### src/rtl/fpu_pkg.sv
// rtl/fpu_pkg.sv - shared fp16 types, constants and helpers for the FPU datapath
package fpu_pkg;

   typedef struct packed {
      logic       sign;
      logic [4:0] exp;
      logic [9:0] frac;
   } fp16_t;

   // Raw sign-magnitude ordering of a against b
   typedef enum logic [1:0] {
      CMP_LT,
      CMP_EQ,
      CMP_GT
   } fp16_cmp_t;

   localparam fp16_t FP16_QNAN = 16'h7E00;

   function automatic logic fp16IsNaN(input fp16_t v);
      return (v.exp == 5'h1F) && (v.frac != 10'd0);
   endfunction

endpackage

### src/rtl/fp16_compare.sv
// rtl/fp16_compare.sv - combinational fp16 comparator using raw sign-magnitude ordering
module fp16_compare
   import fpu_pkg::*;
(
   input  fp16_t     a,
   input  fp16_t     b,
   output fp16_cmp_t order
);

   logic [15:0] keyA;
   logic [15:0] keyB;

   // Fold sign-magnitude into an unsigned key: negatives invert so larger magnitude
   // sorts lower, and -0 lands just below +0.
   assign keyA = a.sign ? {1'b0, ~{a.exp, a.frac}} : {1'b1, a.exp, a.frac};
   assign keyB = b.sign ? {1'b0, ~{b.exp, b.frac}} : {1'b1, b.exp, b.frac};

   always_comb begin
      order = CMP_EQ;
      if (keyA < keyB) begin
         order = CMP_LT;
      end else if (keyA > keyB) begin
         order = CMP_GT;
      end
   end

endmodule

### src/rtl/fpu_minmax_reduce16.sv
// rtl/fpu_minmax_reduce16.sv - streaming fp16 min/max/argmin/argmax reduction per vector
module fpu_minmax_reduce16
   import fpu_pkg::*;
#(
   parameter int IDX_W = 8
) (
   input  logic             clock,
   input  logic             reset,
   input  logic             inValid,
   output logic             inReady,
   input  fp16_t            inData,
   input  logic             inLast,
   output logic             outValid,
   input  logic             outReady,
   output fp16_t            outMin,
   output fp16_t            outMax,
   output logic [IDX_W-1:0] outMinIdx,
   output logic [IDX_W-1:0] outMaxIdx,
   output logic [IDX_W:0]   outCount,
   output logic             outNanSeen,
   output logic             outOverflow
);

   typedef enum logic {
      ACCUM,
      DONE
   } stateT;

   stateT     state;
   stateT     nextState;
   logic      haveVal;
   logic      accept;
   logic      clear;
   logic      full;
   logic      inNaN;
   fp16_cmp_t minOrder;
   fp16_cmp_t maxOrder;

   fp16_compare uMinCmp (.a(inData), .b(outMin), .order(minOrder));
   fp16_compare uMaxCmp (.a(inData), .b(outMax), .order(maxOrder));

   assign accept = inValid & inReady;
   assign clear  = reset | ((state == DONE) & outReady);
   // Count has reached 2**IDX_W once its top bit is set.
   assign full   = outCount[IDX_W];
   assign inNaN  = fp16IsNaN(inData);

   always_ff @(posedge clock) begin
      if (reset) begin
         state <= ACCUM;
      end else begin
         state <= nextState;
      end
   end

   always_comb begin
      nextState = state;
      inReady   = 1'b0;
      outValid  = 1'b0;
      case (state)
         ACCUM: begin
            inReady = 1'b1;
            if (inValid && inLast) begin
               nextState = DONE;
            end
         end
         DONE: begin
            outValid = 1'b1;
            if (outReady) begin
               nextState = ACCUM;
            end
         end
         default: nextState = ACCUM;
      endcase
   end

   always_ff @(posedge clock) begin
      if (clear) begin
         outMin      <= FP16_QNAN;
         outMax      <= FP16_QNAN;
         outMinIdx   <= '0;
         outMaxIdx   <= '0;
         outCount    <= '0;
         outNanSeen  <= 1'b0;
         outOverflow <= 1'b0;
         haveVal     <= 1'b0;
      end else if (accept) begin
         if (full) begin
            outOverflow <= 1'b1;
         end else begin
            outCount <= outCount + {{IDX_W{1'b0}}, 1'b1};
            if (inNaN) begin
               outNanSeen <= 1'b1;
            end else if (!haveVal) begin
               outMin    <= inData;
               outMax    <= inData;
               outMinIdx <= outCount[IDX_W-1:0];
               outMaxIdx <= outCount[IDX_W-1:0];
               haveVal   <= 1'b1;
            end else begin
               // Strict compares only: a tie keeps the earlier index.
               if (minOrder == CMP_LT) begin
                  outMin    <= inData;
                  outMinIdx <= outCount[IDX_W-1:0];
               end
               if (maxOrder == CMP_GT) begin
                  outMax    <= inData;
                  outMaxIdx <= outCount[IDX_W-1:0];
               end
            end
         end
      end
   end

endmodule

### config.mk
export PLATFORM = sky130hd
export DESIGN_NAME = fpu_minmax_reduce16
export DESIGN_NICKNAME = d
export VERILOG_FILES = /design/src/rtl/fpu_pkg.sv /design/src/rtl/fp16_compare.sv /design/src/rtl/fpu_minmax_reduce16.sv
export SDC_FILE = /design/constraint.sdc
export NUM_CORES = 1
export LEC_CHECK = 0
export BUFFER_PORTS_ARGS = -buffer_cell sky130_fd_sc_hd__buf_2
export CORE_MARGIN = 5
export CORE_UTILIZATION = 54
export DETAILED_ROUTE_END_ITERATION = 10
export PLACE_DENSITY = 0.78
export REMOVE_ABC_BUFFERS = 1
export SYNTH_ARGS = -nofsm -noshare
export SYNTH_HDL_FRONTEND = slang
export SYNTH_SLANG_ARGS = --single-unit
### constraint.sdc
create_clock -name clock -period 3.6 [get_ports clock]
set_input_delay 0.72 -clock clock [delete_from_list [all_inputs] [get_ports clock]]
set_output_delay 0.72 -clock clock [all_outputs]
set_load 0.005 [all_outputs]
# --- Word-level counts from Yosys, hierarchy flattened ---
# Cells that the tools add are included.
totals:
  latchBits: 0
  register_bits: 61
  elab_cells: 63
  out_inout_bits: 61
  romBits: 0
  ramBits: 0
  in_bits: 21
  mem_count: 0
classes:
  multipliers: 0
  reduce_logical: 10
  n_mux: 21
  div_mod_pow: 0
  n_shift: 0
  eq_ne: 4
  addsub: 1
  bitwise: 9
  order_cmp: 4
op_table:
  columns: ["operator", "count"]
  rows:
  - ["$mux W16", 7]
  - ["$not A15 Y15", 3]
  - ["$gt A16 B16 Y1", 2]
  - ["$lt A16 B16 Y1", 2]
  - ["$mux W8", 4]
  - ["$reduce_bool A10 Y1", 1]
  - ["$add A9 B1 Y9 const B", 1]
  - ["$mux W9", 1]
  - ["$mux W2", 4]
  - ["$reduce_and A4 Y1", 2]
  - ["$reduce_and A3 Y1", 2]
  - ["$eq A5 B5 Y1 const B", 1]
  - ["$mux W1", 4]
  - ["$ne A2 B1 Y1 const B", 2]
  - ["$reduce_and A2 Y1", 2]
  - ["$not A1 Y1", 3]
  - ["$and A1 B1 Y1", 2]
  - ["$eq A2 B2 Y1 const B", 1]
  - ["$logic_and A1 B1 Y1", 2]
  - ["$logic_not A2 Y1", 1]
  - ["$pmux W1 S2", 1]
  - ["$or A1 B1 Y1", 1]

# --- Longest topological paths before layout ---
logic_depth:
  word_depth: 8
  mapped_depth: 11

# --- By module ---
# From an unflattened synthesis, not the netlist that was laid out.
unflattened:
  cells_unflattened: 412
  area_unflattened_um2: 3779.9
by_module_without_submodules:
  columns: ["module", "area_each_um2", "cells_each", "seq_area_each_um2", "n_inst"]
  rows:
  - ["fpu_minmax_reduce16", 2448.6, 254, 1221.2, 1]
  - ["fp16_compare", 665.6, 79, 0.0, 2]

# --- Worst setup path after synthesis ---
# OpenSTA, ideal clock, no wires.
synth_timing:
  path_type: "input to register"
  startpoint: "input inData[15] (netlist name)"
  endpoint: "register outMax[15] (netlist name)"
  path_slack_ns: 0.534
  arrival_time_ns: 2.995
  path_stages: 10
  path_cell_list: "buf_4 -> buf_1 -> xor2_1 -> ha_1 -> a21oi_1 -> o21ai_0 -> a211o_1 -> o211ai_2 -> buf_6 -> mux2i_1"
synth_via:
  elab_chain_cells: 7
synth_rtl:
  columns: ["item", "line_no", "rtl"]
  rows:
  - ["start, declared", "fpu_minmax_reduce16.sv:11", "input fp16_t inData,"]
  - ["$mux W16", "fp16_compare.sv:15", "assign keyA = a.sign ? {1'b0, ~{a.exp, a.frac}} : {1'b1, a.exp, a.frac};"]
  - ["$gt A16 B16 Y1", "fp16_compare.sv:22", "end else if (keyA > keyB) begin"]
  - ["$mux W2", "fp16_compare.sv:22", null]
  - ["$mux W2", "fp16_compare.sv:20", "if (keyA < keyB) begin"]
  - ["$eq A2 B2 Y1", "fpu_minmax_reduce16.sv:106", "if (maxOrder == CMP_GT) begin"]
  - ["$ne A2 B1 Y1 (no line)", null, null]
  - ["$reduce_and A4 Y1 (no line)", null, null]
  - ["end signal, assigned", "fpu_minmax_reduce16.sv:96", "outMax <= inData;"]
  - ["end signal, assigned", "fpu_minmax_reduce16.sv:107", "outMax <= inData;"]
  - ["end, declared", "fpu_minmax_reduce16.sv:16", "output fp16_t outMax,"]
# Parallel ways exist; a longest one is shown, timed or not. The select of a mux whose other input is x is not followed.
# A chain may end at the register's enable or synchronous reset.

# --- Final worst setup path ---
layout_timing:
  startpoint: "input inData[15] (netlist name)"
  endpoint: "register outMaxIdx[1]"
layout_via:
  elab_chain_cells: 7
layout_rtl:
  columns: ["item", "line_no", "rtl"]
  rows:
  - ["$mux W16 (*)", "fp16_compare.sv:15", null]
  - ["$gt A16 B16 Y1", "fp16_compare.sv:22", null]
  - ["$mux W2", "fp16_compare.sv:22", null]
  - ["$mux W2 (*)", "fp16_compare.sv:20", null]
  - ["$eq A2 B2 Y1 (*)", "fpu_minmax_reduce16.sv:106", null]
  - ["$ne A2 B1 Y1 (no line) (*)", null, null]
  - ["$reduce_and A4 Y1 (no line) (*)", null, null]
  - ["end signal, assigned", "fpu_minmax_reduce16.sv:98", "outMaxIdx <= outCount[IDX_W-1:0];"]
  - ["end signal, assigned", "fpu_minmax_reduce16.sv:108", "outMaxIdx <= outCount[IDX_W-1:0];"]
  - ["end, declared", "fpu_minmax_reduce16.sv:18", "output logic [IDX_W-1:0] outMaxIdx,"]
# Mark *: on every way between the ends. The rest lies on a longest branch, timed or not.

==> results.md <==
Final layout:
- The layout net count is a little over 500.
- The number of antenna diodes in the final layout is 0.
- The fraction of final layout cells with drive strength greater than 1 is a little under a quarter.
- The fill cell instance count of the final layout is ~550.
- The area growth from synthesis to layout is 19.1%.

Timing:
- The number of hold violations in the final report is 0.
- Setup repair after global routing left no endpoint under its margin.
- The number of max-slew violations in the final report is 0.
- After layout, the minimum clock period comes to ~2.9 ns.
- The total setup violations reported at the end of the flow is 0.
- Hold is met by approximately 0.46 ns.
- The worst slew slack as a fraction of its limit is around a third.
- Across the routed clock network, the largest skew measured is between 0.009 and 0.01 ns.
- The timing-limited maximum frequency is 0.346 GHz.
- Summed over all failing endpoints, the final setup total negative slack is 0 ns.
- The final cycle utilization of the critical path is 80.4%.
- For the pin with the worst max-slew slack, the measured transition is ~1 ns.

Logic synthesis:
- Ranked by instance count, the synthesized netlist is headed by 63 x sky130_fd_sc_hd__nand2_1, 61 x sky130_fd_sc_hd__dfxtp_1, 49 x sky130_fd_sc_hd__mux2i_1.
- Yosys attributes the largest share of cell area to sky130_fd_sc_hd__dfxtp_1 35%, sky130_fd_sc_hd__mux2i_1 14%, sky130_fd_sc_hd__ha_1 11%.
- The top cell type's share of synthesized area is 35.0%.
- Averaged over all synthesized cells, the footprint is 9.21 sq um.
- The top flip-flop cell by instance count after synthesis is sky130_fd_sc_hd__dfxtp_1.
- Of all flip-flops after synthesis, the portion carrying an async set or reset was 0%.
- The synthesized netlist occupies a cell area of around 0.0035 sq mm.
- Counting flops with a built-in enable in the synthesized netlist gives 0.
- The number of distinct library cells after synthesis is 34.
- sky130_fd_sc_hd__nand2_1 is the most common cell in the netlist.
- After technology mapping, the gate count stands at 379.
- The count of warnings emitted by yosys is 0.
- The cell type with the largest total area after synthesis is sky130_fd_sc_hd__dfxtp_1.
- The flip-flop and latch count after synthesis is 61.
- The share of the Yosys chip area taken by registers is 35.0%.

Clocking:
- The clock slew seen by the registers of the worst setup and hold paths is approximately 0.07 ns.
- The post-CTS setup repair buffer count is 0.
- The clock tree synthesis step divided the H-tree into 3 levels.
- The maximum number of buffers from clock root to sink is 2.
- Post-CTS repair changed the size of 0 cells.
- The count of clock tree sinks is 61.
- The number of buffers inserted during clock tree synthesis is 9.
- The clock reaches the later pin of the worst-skew pair after ~0.34 ns.
- The TritonCTS clock tree is done.
- The buffer cell driving the clock tree root is sky130_fd_sc_hd__clkbuf_8.
- The number of hold buffers added after cts is 0.

Detailed routing:
- The post-detailed-route DRC marker count is 0.
- After detailed routing, the average wire length per cell comes to between 15 and 20 um.
- Once detail routing completed, the nets flagged for antenna violations numbered 0.
- After the first detailed-routing iteration, the DRC count stood at slightly below 90.
- The per-cell via count in the routed design is 5.40.
- The via count is between 2000 and 3000.
- The wire length after detailed routing is roughly 8300 um.
- The pre-antenna-repair detailed-routing pass consisted of 4 iterations.

Floorplanning:
- The die is about 90 um wide.
- The initial cell density of the core is 55.3%.
- The height of the die is between 90 and 100 um.
- The I/O pin count is 82.
- The number of core rows is 29.
- The die area is 0.00817 sq mm.
- The core box area is 0.00631 sq mm.

Place:
- The global placer's final weighted congestion is a little under 0.9.
- During placement, the flow inserted port buffers numbering a little over 80.
- The placed wire-length estimate after detailed placement is between 6000 and 7000 um.

Worst setup path:
- The worst setup path category is input pin to register.
- The register-to-register setup slack is about 1.1 ns.
- The data arrival time of the critical path is approximately 3.2 ns.
- The endpoint class of the critical path is a register.
- The worst setup path is launched from an input pin.
- The data required time of the worst path is 3.86 ns.
- The highest net fanout along the worst path is 17.

Min path:
- The class of the most critical hold timing path is register to register.

Global routing:
- The number of global-route vias before repair is 3093.
- The number of antenna violations at the first check in global routing is 0.
- Entering global routing, the biggest net connects 55 pins.
- The total overflow left after global routing is 0.
- The overall track demand over capacity in global routing is between 20% and 30%.
- The wire length of the first global-routing pass is ~14000 um.

Power:
- The peak supply drop is about 0.30 mV.
- In this run the static leakage power is between 1.5 and 2 nW.
- The power per unit of standard cell area is about 430 mW/mm^2.

Run:
- Across the run, the number of max-cap violations was 0.

Status:
- The flow ran to the end, and the final reports show no timing, DRC or antenna violations.
## final timing paths
check,from,endpoint,depth (start not counted)
setup / recovery,inData[15],outMaxIdx[1],9
hold / removal,outMinIdx[1],outMinIdx[1],2
setup reg to reg,outMax[15],outMaxIdx[1],9
hold reg to reg,outMinIdx[1],outMinIdx[1],2
## report_power, final
group	switching [W]	internal (W)	leakage (nW)
clock network	0.000281	0.000340	0.0959
logic	0.000233	0.000196	1.35
registers	0.0000330	0.000709	0.497
total	0.000548	0.00125	1.94
## layout make-up
cell class | count | area (sq um) | area share (%)
tap | 77 | 96.3 | 2.32
inverter | 5 | 18.8 | 0.452
timing repair buffer | 90 | 473 | 11.4
clock buffer | 11 | 141 | 3.40
sequential | 61 | 1220 | 29.4
multi-input combinational | 294 | 2150 | 51.7
clock inverter | 5 | 58.8 | 1.41
## sequential cells by signal, indices dropped and copies added, names as in the netlist
name,count
haveVal,1
outCount,9
outMax,16
outMaxIdx,8
outMin,16
outMinIdx,8
outNanSeen,1
outOverflow,1
state,1
## layer usage
metal  vias up  GRT usage, %  routed length [um]
li1       1466             -                   -
met1      1365          24.0                3530
met2        92          35.3                4010
met3         8          6.08                 663
met4         0          8.93                  95
met5         -             0                   0
## placed cells by master (no fill, tap or decap), types with 2 or more instances in the layout
cell type                    netlist  routed
sky130_fd_sc_hd__or3_1             2       2
sky130_fd_sc_hd__ha_1             32      32
sky130_fd_sc_hd__buf_2             1      81
sky130_fd_sc_hd__xor2_1           19      19
sky130_fd_sc_hd__a21o_1            4       4
sky130_fd_sc_hd__nor4_1            4       4
sky130_fd_sc_hd__dfxtp_1          61      61
sky130_fd_sc_hd__clkbuf_8          0      10
sky130_fd_sc_hd__nor2_1           37      37
sky130_fd_sc_hd__a21oi_1          14      13
sky130_fd_sc_hd__inv_1             5       5
sky130_fd_sc_hd__nand3_1           6       6
sky130_fd_sc_hd__xnor2_1          32      32
sky130_fd_sc_hd__nand4_1           8       8
sky130_fd_sc_hd__mux2i_1          49      49
sky130_fd_sc_hd__nor2b_1           2       2
sky130_fd_sc_hd__buf_4             1       9
sky130_fd_sc_hd__clkinvlp_4        0       2
sky130_fd_sc_hd__nand2_1          63      63
sky130_fd_sc_hd__o21ai_0           7       7
sky130_fd_sc_hd__a211oi_1          4       4
## kinds of logic (layout without fill, tap and decap cells)
group	after synthesis	in the layout	synth area share (%)
AND/OR/NAND/NOR	126	126	15.8
flip-flops	61	61	35.0
XOR/XNOR	51	51	12.8
multiplexers	49	49	14.1
AO/OA/AOI/OAI	36	36	6.60
adder cells (fa/ha/maj)	32	32	11.5
buffers and inverters	24	111	4.30
## critical path, cell delays in order
cell and delay [ns]:
sky130_fd_sc_hd__buf_2 0.38, sky130_fd_sc_hd__xor2_1 0.26, sky130_fd_sc_hd__ha_1 0.28, sky130_fd_sc_hd__a211oi_1 0.20, sky130_fd_sc_hd__o21ai_0 0.13, sky130_fd_sc_hd__a211o_1 0.31, sky130_fd_sc_hd__o211ai_4 0.31, sky130_fd_sc_hd__buf_4 0.31
sky130_fd_sc_hd__mux2i_1 0.23
## stage by stage
step	power (W)	cell area (sq um)	setup WS (ns)	cells	utilization (%)
floorplan	0.00104	3360	-0.446	360	-
global placement	0.00117	3960	0.484	527	62.7
detailed placement	0.00118	3960	0.411	527	62.7
CTS	0.00181	4160	0.738	543	65.8
global route	0.00190	4160	0.599	543	65.8
finish	0.00179	4160	0.706	543	65.8
Power figures use the tool's default switching activity.
